File: config.mk
export PLATFORM = sky130hd
export DESIGN_NAME = timer_counter_chain
export DESIGN_NICKNAME = d
export VERILOG_FILES = /design/src/rtl/timer_pkg.sv /design/src/rtl/counter_digit.sv /design/src/rtl/timer_counter_chain.sv
export SDC_FILE = /design/constraint.sdc
export NUM_CORES = 1
export LEC_CHECK = 0
export ABC_AREA = 1
export CAP_MARGIN = 20
export CORE_AREA = 8 8 66 79
export DETAILED_ROUTE_END_ITERATION = 8
export DIE_AREA = 0 0 74 87
export PLACE_DENSITY = 0.62
export SYNTH_ARGS = -nofsm -noshare
export SYNTH_HDL_FRONTEND = slang
export SYNTH_SLANG_ARGS = --single-unit
File: constraint.sdc
create_clock -name clock -period 4.1 [get_ports clock]
set_clock_uncertainty 0.05 [all_clocks]
set_input_delay 0.82 -clock clock [delete_from_list [all_inputs] [get_ports clock]]
set_output_delay 0.82 -clock clock [all_outputs]
set_load 0.02 [all_outputs]
File: src/rtl/timer_pkg.sv
// Shared constants for the timer datapath.
//   DIGIT_W            : width of one BCD digit.
//   MOD_SEC_UNITS/TENS : moduli of the seconds-units and seconds-tens digits.
//   DEFAULT_DIGIT_MODS : mm:ss chain, digit 0 (LSB nibble) = seconds units,
//                        digit 1 = seconds tens, digit 2 = minutes units,
//                        digit 3 = minutes tens.
package timer_pkg;

    localparam int DIGIT_W = 4;

    localparam logic [DIGIT_W-1:0] MOD_SEC_UNITS = 4'd10;
    localparam logic [DIGIT_W-1:0] MOD_SEC_TENS  = 4'd6;

    localparam logic [4*DIGIT_W-1:0] DEFAULT_DIGIT_MODS =
        {MOD_SEC_TENS, MOD_SEC_UNITS, MOD_SEC_TENS, MOD_SEC_UNITS};

endpackage

File: src/rtl/counter_digit.sv
// One decrementing BCD digit with its own modulus.
// Ports:
//   clock   : clock, all state changes on posedge
//   clearn  : synchronous clear, active-low (digit <= 0)
//   loadn   : synchronous load, active-low (digit <= clamped data)
//   data    : load value; values >= MOD load as MOD-1
//   dec     : decrement this cycle; 0 decrements to MOD-1
//   digit   : current value
//   is_zero : digit == 0
module counter_digit
    import timer_pkg::*;
#(
    parameter int MOD = 10
) (
    input  logic               clock,
    input  logic               clearn,
    input  logic               loadn,
    input  logic [DIGIT_W-1:0] data,
    input  logic               dec,
    output logic [DIGIT_W-1:0] digit,
    output logic               is_zero
);

    localparam logic [DIGIT_W-1:0] MAX = DIGIT_W'(MOD - 1);

    function automatic logic [DIGIT_W-1:0] clamp(input logic [DIGIT_W-1:0] d);
        return (int'(d) >= MOD) ? MAX : d;
    endfunction

    always_ff @(posedge clock) begin
        if (!clearn) begin
            digit <= '0;
        end else if (!loadn) begin
            digit <= clamp(data);
        end else if (dec) begin
            digit <= is_zero ? MAX : digit - DIGIT_W'(1);
        end
    end

    assign is_zero = (digit == '0);

endmodule

File: src/rtl/timer_counter_chain.sv
// Multi-digit BCD down-counter chain (e.g. mm:ss countdown).
// Ports:
//   clock  : clock, all state changes on posedge
//   clearn : synchronous clear, active-low, highest priority
//   loadn  : synchronous load of the whole chain, active-low
//   en     : count enable
//   data   : load value, digit i at [4i+3:4i]
//   digits : current count, same packing as data
//   zero   : all digits are 0 (combinational)
//   tc     : en & zero (combinational), cascade to a following chain
//   done   : registered one-cycle pulse after counting into all-zero
module timer_counter_chain
    import timer_pkg::*;
#(
    parameter int                            NUM_DIGITS   = 4,
    parameter logic [DIGIT_W*NUM_DIGITS-1:0] DIGIT_MODS   = DEFAULT_DIGIT_MODS,
    parameter bit                            HOLD_AT_ZERO = 1'b1
) (
    input  logic                          clock,
    input  logic                          clearn,
    input  logic                          loadn,
    input  logic                          en,
    input  logic [DIGIT_W*NUM_DIGITS-1:0] data,
    output logic [DIGIT_W*NUM_DIGITS-1:0] digits,
    output logic                          zero,
    output logic                          tc,
    output logic                          done
);

    localparam int                 W   = DIGIT_W * NUM_DIGITS;
    localparam logic [W-1:0]       ONE = W'(1);

    logic [NUM_DIGITS-1:0] is_zero;
    logic [NUM_DIGITS-1:0] dec;
    logic                  count_en;
    logic                  borrow;

    assign zero     = &is_zero;
    assign tc       = en & zero;
    // In hold mode the all-zero state swallows the enable; in wrap mode the
    // enable at all-zero borrows through every digit, loading all maxima.
    assign count_en = en & ~(HOLD_AT_ZERO & zero);

    // Borrow ripple: digit i steps only when every lower digit is 0.
    always_comb begin
        borrow = 1'b1;
        dec    = '0;
        for (int i = 0; i < NUM_DIGITS; i++) begin
            dec[i] = count_en & borrow;
            borrow = borrow & is_zero[i];
        end
    end

    for (genvar g = 0; g < NUM_DIGITS; g++) begin : gen_digit
        counter_digit #(
            .MOD (int'(DIGIT_MODS[DIGIT_W*g +: DIGIT_W]))
        ) u_digit (
            .clock   (clock),
            .clearn  (clearn),
            .loadn   (loadn),
            .data    (data[DIGIT_W*g +: DIGIT_W]),
            .dec     (dec[g]),
            .digit   (digits[DIGIT_W*g +: DIGIT_W]),
            .is_zero (is_zero[g])
        );
    end

    // A counting edge lands on all-zero from a non-zero value only when the
    // chain reads ...0001: digit 0 goes 1->0 and the borrow stays blocked.
    always_ff @(posedge clock) begin
        if (!clearn) begin
            done <= 1'b0;
        end else if (!loadn) begin
            done <= 1'b0;
        end else begin
            done <= count_en & (digits == ONE);
        end
    end

endmodule
# ---- After elaboration in Yosys (flattened, before gate mapping)
# Cells that the tools add are included.
dict set report totals {
  reg_bits 17
  inputBits 20
  output_inout_bits 19
  word_cells 49
}
dict set report classes {
  add_sub_neg 4
  order_cmp 4
  n_eq_ne 5
  mux 16
  bitwise_logic 9
  reduce_logical 6
}
# operator n
set ops {}
lappend ops {{4-bit 2-to-1 mux} 16}
lappend ops {{16-bit by 1-bit equality test with 1-bit output (second input constant)} 1}
lappend ops {{4-bit logical NOT} 4}
lappend ops {{4-bit by 1-bit subtractor with 4-bit output (second input constant)} 4}
lappend ops {{1-bit bitwise AND} 8}
lappend ops {{4-bit by 3-bit >= comparator with 1-bit output (second input constant)} 2}
lappend ops {{4-bit >= comparator (second input constant)} 2}
lappend ops {{2-bit by 1-bit inequality test with 1-bit output (second input constant)} 4}
lappend ops {{4-bit AND reduction} 1}
lappend ops {{2-bit AND reduction} 1}
lappend ops {{1-bit inverter} 1}

# ---- Logic depth before layout (Yosys ltp)
dict set report depth {
  ltp_word 7
  mapped_depth 9
  mapped_depth_nobuf 9
}

# ---- By module
# From an unflattened synthesis, not the netlist that was laid out.
dict set report unflattened {
  cells_unflattened 203
  area_unflattened_um2 1193.6
}
# module n_inst cells_per_inst area_per_inst_um2 seq_area_each_um2
set modules_own_cells {}
lappend modules_own_cells {{counter_digit (gen_digit[0].u_digit ...)} 2 45 259.0 80.1}
lappend modules_own_cells {{counter_digit (gen_digit[1].u_digit ...)} 2 41 255.2 80.1}
lappend modules_own_cells {timer_counter_chain 1 31 165.2 20.0}

# ---- Worst setup path before layout
# No wires, ideal clock.
dict set report synth_path {
  path_type {register to output}
  start {reg gen_digit[0].u_digit.digit[2]}
  end {out tc}
  arrival_ps 1205
  required_ps 3230
  slack_ps 2025
  stages_incl_launch_ff 6
  n_path_buf 0
  cell_sequence {dfxtp_1 nor2_1 nand2_2 nor2_4 nand2_4 nor2_1}
}
dict set report synth_between {
  elab_chain_len 3
}
# element line_no
set synth_lines {}
lappend synth_lines {{start, declared} counter_digit.sv:20} ;# output logic [DIGIT_W-1:0] digit,
lappend synth_lines {{start signal, assigned} counter_digit.sv:34} ;# digit <= clamp(data);
lappend synth_lines {{start signal, assigned} counter_digit.sv:36} ;# digit <= is_zero ? MAX : digit - DIGIT_W'(1);
lappend synth_lines {{4-bit logical NOT} counter_digit.sv:40} ;# assign is_zero = (digit == '0);
lappend synth_lines {{4-bit AND reduction} timer_counter_chain.sv:38} ;# assign zero = &is_zero;
lappend synth_lines {{1-bit bitwise AND} timer_counter_chain.sv:39} ;# assign tc = en & zero;
lappend synth_lines {{end, declared} timer_counter_chain.sv:26} ;# output logic tc,
# Every way passes these cells.

# ---- Worst setup path after layout
dict set report layout_path {
  start {in en}
  end {out tc}
}
dict set report layout_between {
  elab_chain_len 1
}
# element line_no
set layout_lines {}
lappend layout_lines {{start, declared} timer_counter_chain.sv:22} ;# input logic en,
lappend layout_lines {{1-bit bitwise AND} timer_counter_chain.sv:39}
# Every way passes these cells.

==> impl_metrics.py <==
metrics = {
    "run_status": {
        "status": "complete, no violations",
    },
    "synth": {
        "synth_top_area_cell": "dfxtp_1",
        "synth_edf_count": 0,
        "ys_ff_latch": 17,
        "synth_top_area_frac": 0.295,
        "syn-cell-area_um2": 1150,
        "syn-num-nets": 197,
        "ys_top_cells_by_area": "dfxtp_1 (30%), nand2_1 (12%), nor2_1 (7.2%), nand3_1 (6.9%), inv_1 (6.2%)",
        "async_reset_ff_frac": 0,
        "syn_area_per_cell_um2": 6.52,
        "synthCells": 177,
        "yosys_warnings": 0,
        "ys_seq_area_frac": 0.295,
        "ys.flop_type": "dfxtp_1",
        "synth.distinct_cells": 29,
    },
    "setup_path": {
        "path_depth": 4,
        "cp_slowest_stage_delay_ns": 0.65,
        "critical-path-top-delay-family": "buffers and inverters",
        "slowest_stage": "clkdlybuf4s50_1",
        "critPathRequiredTime_ns": 3.23,
        "path_common_cell": "clkdlybuf4s50_1",
        "critical_path.startpoint_type": "input pin",
        "path_cells": "clkdlybuf4s50_1, inv_1, nor2_1, clkdlybuf4s50_1",
        "critPathKind": "in -> out",
        "r2r_cells": 8,
        "crit_buf_inv": 3,
        "cp.arrival_ns": 2.31,
        "end_kind": "primary output",
        "worstPathMaxFanout": 6,
    },
    "cts": {
        "cts.sinks": 17,
        "tritoncts": "built",
        "cts_resized": 0,
        "path_clk_slew_ns": 0.07,
        "htreeDepth": 1,
        "hold_buffers": 0,
        "cts_root_buffer": "clkbuf_8",
        "cts_setup_buffers": 0,
        "cts_buffers": 3,
        "clock_latency_ns": 0.25,
        "clk_path_buf_depth": 2,
    },
    "die": {
        "core_area_um2": 4070,
        "rows": 26,
        "initial_utilization": 0.284,
        "io_pins": 39,
        "fp.dieH_um": 87,
        "dieArea_um2": 6440,
        "die_w_um": 74,
    },
    "timing": {
        "fin_crit_ns": 3.18,
        "setup_viol": 0,
        "hold_violations": 0,
        "tightestPinTransition_ns": 0.422,
        "period_share": 0.776,
        "grt_setup_unrepaired": "no",
        "setup_tns_ns": 0,
        "slew_headroom": 0.718,
        "setup_ws_ns": 0.919,
        "slew_viol_final": 0,
        "fmax_ghz": 0.314,
    },
    "drt": {
        "routed_wl_mm": 3.16,
        "route.detailed.drc": 0,
        "drt_iter0_drc": 63,
        "drt.antenna.violating_nets": 0,
        "via_per_inst": 4.62,
        "wl_per_cell_um": 11.7,
        "drt_pass1_iterations": 4,
        "num_vias": 1251,
    },
    "placed_design": {
        "dp_hpwl_mm": 2.41,
        "placedCellCount": 267,
        "port_buffers": 38,
        "gp_congestion": 0.769,
        "post_dp_cell_area_um2": 1580,
        "place_ws_ns": 0.920,
    },
    "layout": {
        "final_nets": 236,
        "drive_gt1_frac": 0.112,
        "n_antenna_cell": 0,
        "fillCellCount": 447,
        "area_growth_pct": 41.2,
        "stdcell_count": 271,
        "design_area_um2": 1630,
    },
    "min_path": {
        "holdPathStages": 2,
        "min_path_type": "reg -> reg",
    },
    "power_and_ir_drop": {
        "power_density_nw_per_um2": 312,
        "p_leak_nw": 0.697,
        "p_total_uw": 509,
        "ir_drop_mv": 0.114,
    },
    "global_routing": {
        "grt_pass1_vias": 1298,
        "antenna_found_initial": 0,
        "grt_max_degree": 38,
        "overflow": 0,
        "grt_pass1_wl_mm": 5.49,
        "grt_usage": 0.105,
    },
    "flow_run": {
        "drv_cap": 0,
    },
}
-- area by class of cell --
class,instances,area (um2),area share
multi-input cells,136,714,0.439
repair buffers,39,388,0.238
well taps,56,70.1,0.0430
clock buffers,4,45.0,0.0276
inverters,19,71.3,0.0438
flip-flops and latches,17,340,0.209
-- synthesized netlist by cell type, types with 2 or more instances --
library cell,count
inv_1,19
o22ai_1,2
dfxtp_1,17
clkbuf_1,2
nand2_2,4
xor2_1,2
nand3_1,16
nor2_2,4
o21ai_0,10
nand4_1,2
nor2_4,2
nor2_1,22
nand2_4,4
buf_4,2
a21boi_0,2
a21oi_1,13
nand3b_1,3
o21ai_1,2
nand2_1,38
nand3_2,2
-- cell usage in the layout, fill, tap and decap left out, types with 4 or more instances in the layout --
cell type	n
inv_1	19
a21oi_1	13
o21ai_0	10
dfxtp_1	17
nand2_1	38
nand2_2	4
nor2_1	22
nand2_4	4
clkdlybuf4s50_1	38
nor2_2	4
nand3_1	16
-- sequential cells by signal (all words and copies together), names as in the netlist --
name,cells
done,1
gen_digit.u_digit.digit,16
-- per-stage QoR --
stage / hold slack, ns / util
after floorplan: 0.470 / -
after global placement: 0.399 / 0.390
after detailed placement: 0.405 / 0.390
after CTS: 0.416 / 0.401
after global routing: 0.442 / 0.401
final: 0.411 / 0.401
-- cells by family (layout without fill, tap and decap cells) --
logic type,after synthesis,in the layout,share of synthesized area
simple gates,100,100,0.436
compound gates,34,34,0.168
buf+inv,24,62,0.0857
flops,17,17,0.295
xor+xnor,2,2,0.0152
-- worst register-to-register path: stages (launching register included) --
cell and delay, ns:
dfxtp_1 0.34, nor2_1 0.22, nand2_2 0.14, nor2_4 0.16
nand4_2 0.15, nand2_2 0.14, inv_1 0.06, nor2_1 0.09
nor2_1 0.05
-- metal layers --
metal | share of wire | GRT usage
met5 | 0 | 0
met4 | 0.0092 | 0.0328
met3 | 0.047 | 0.0253
met2 | 0.50 | 0.185
met1 | 0.44 | 0.117
-- where the power goes --
part           switching, mW  internal [mW]  leakage (nW)
registers             0.0164          0.179         0.140
clock network         0.0601         0.0691        0.0228
logic                  0.103         0.0815         0.534
total                  0.179          0.329         0.697
-- final timing paths --
kind                            startpoint                            end  slack, ns
max                                     en                             tc       0.92
min          gen_digit[3].u_digit.digit[3]  gen_digit[3].u_digit.digit[3]       0.41
max reg2reg  gen_digit[0].u_digit.digit[2]  gen_digit[3].u_digit.digit[0]       2.62
min reg2reg  gen_digit[3].u_digit.digit[3]  gen_digit[3].u_digit.digit[3]       0.41
Power figures use the tool's default switching activity.
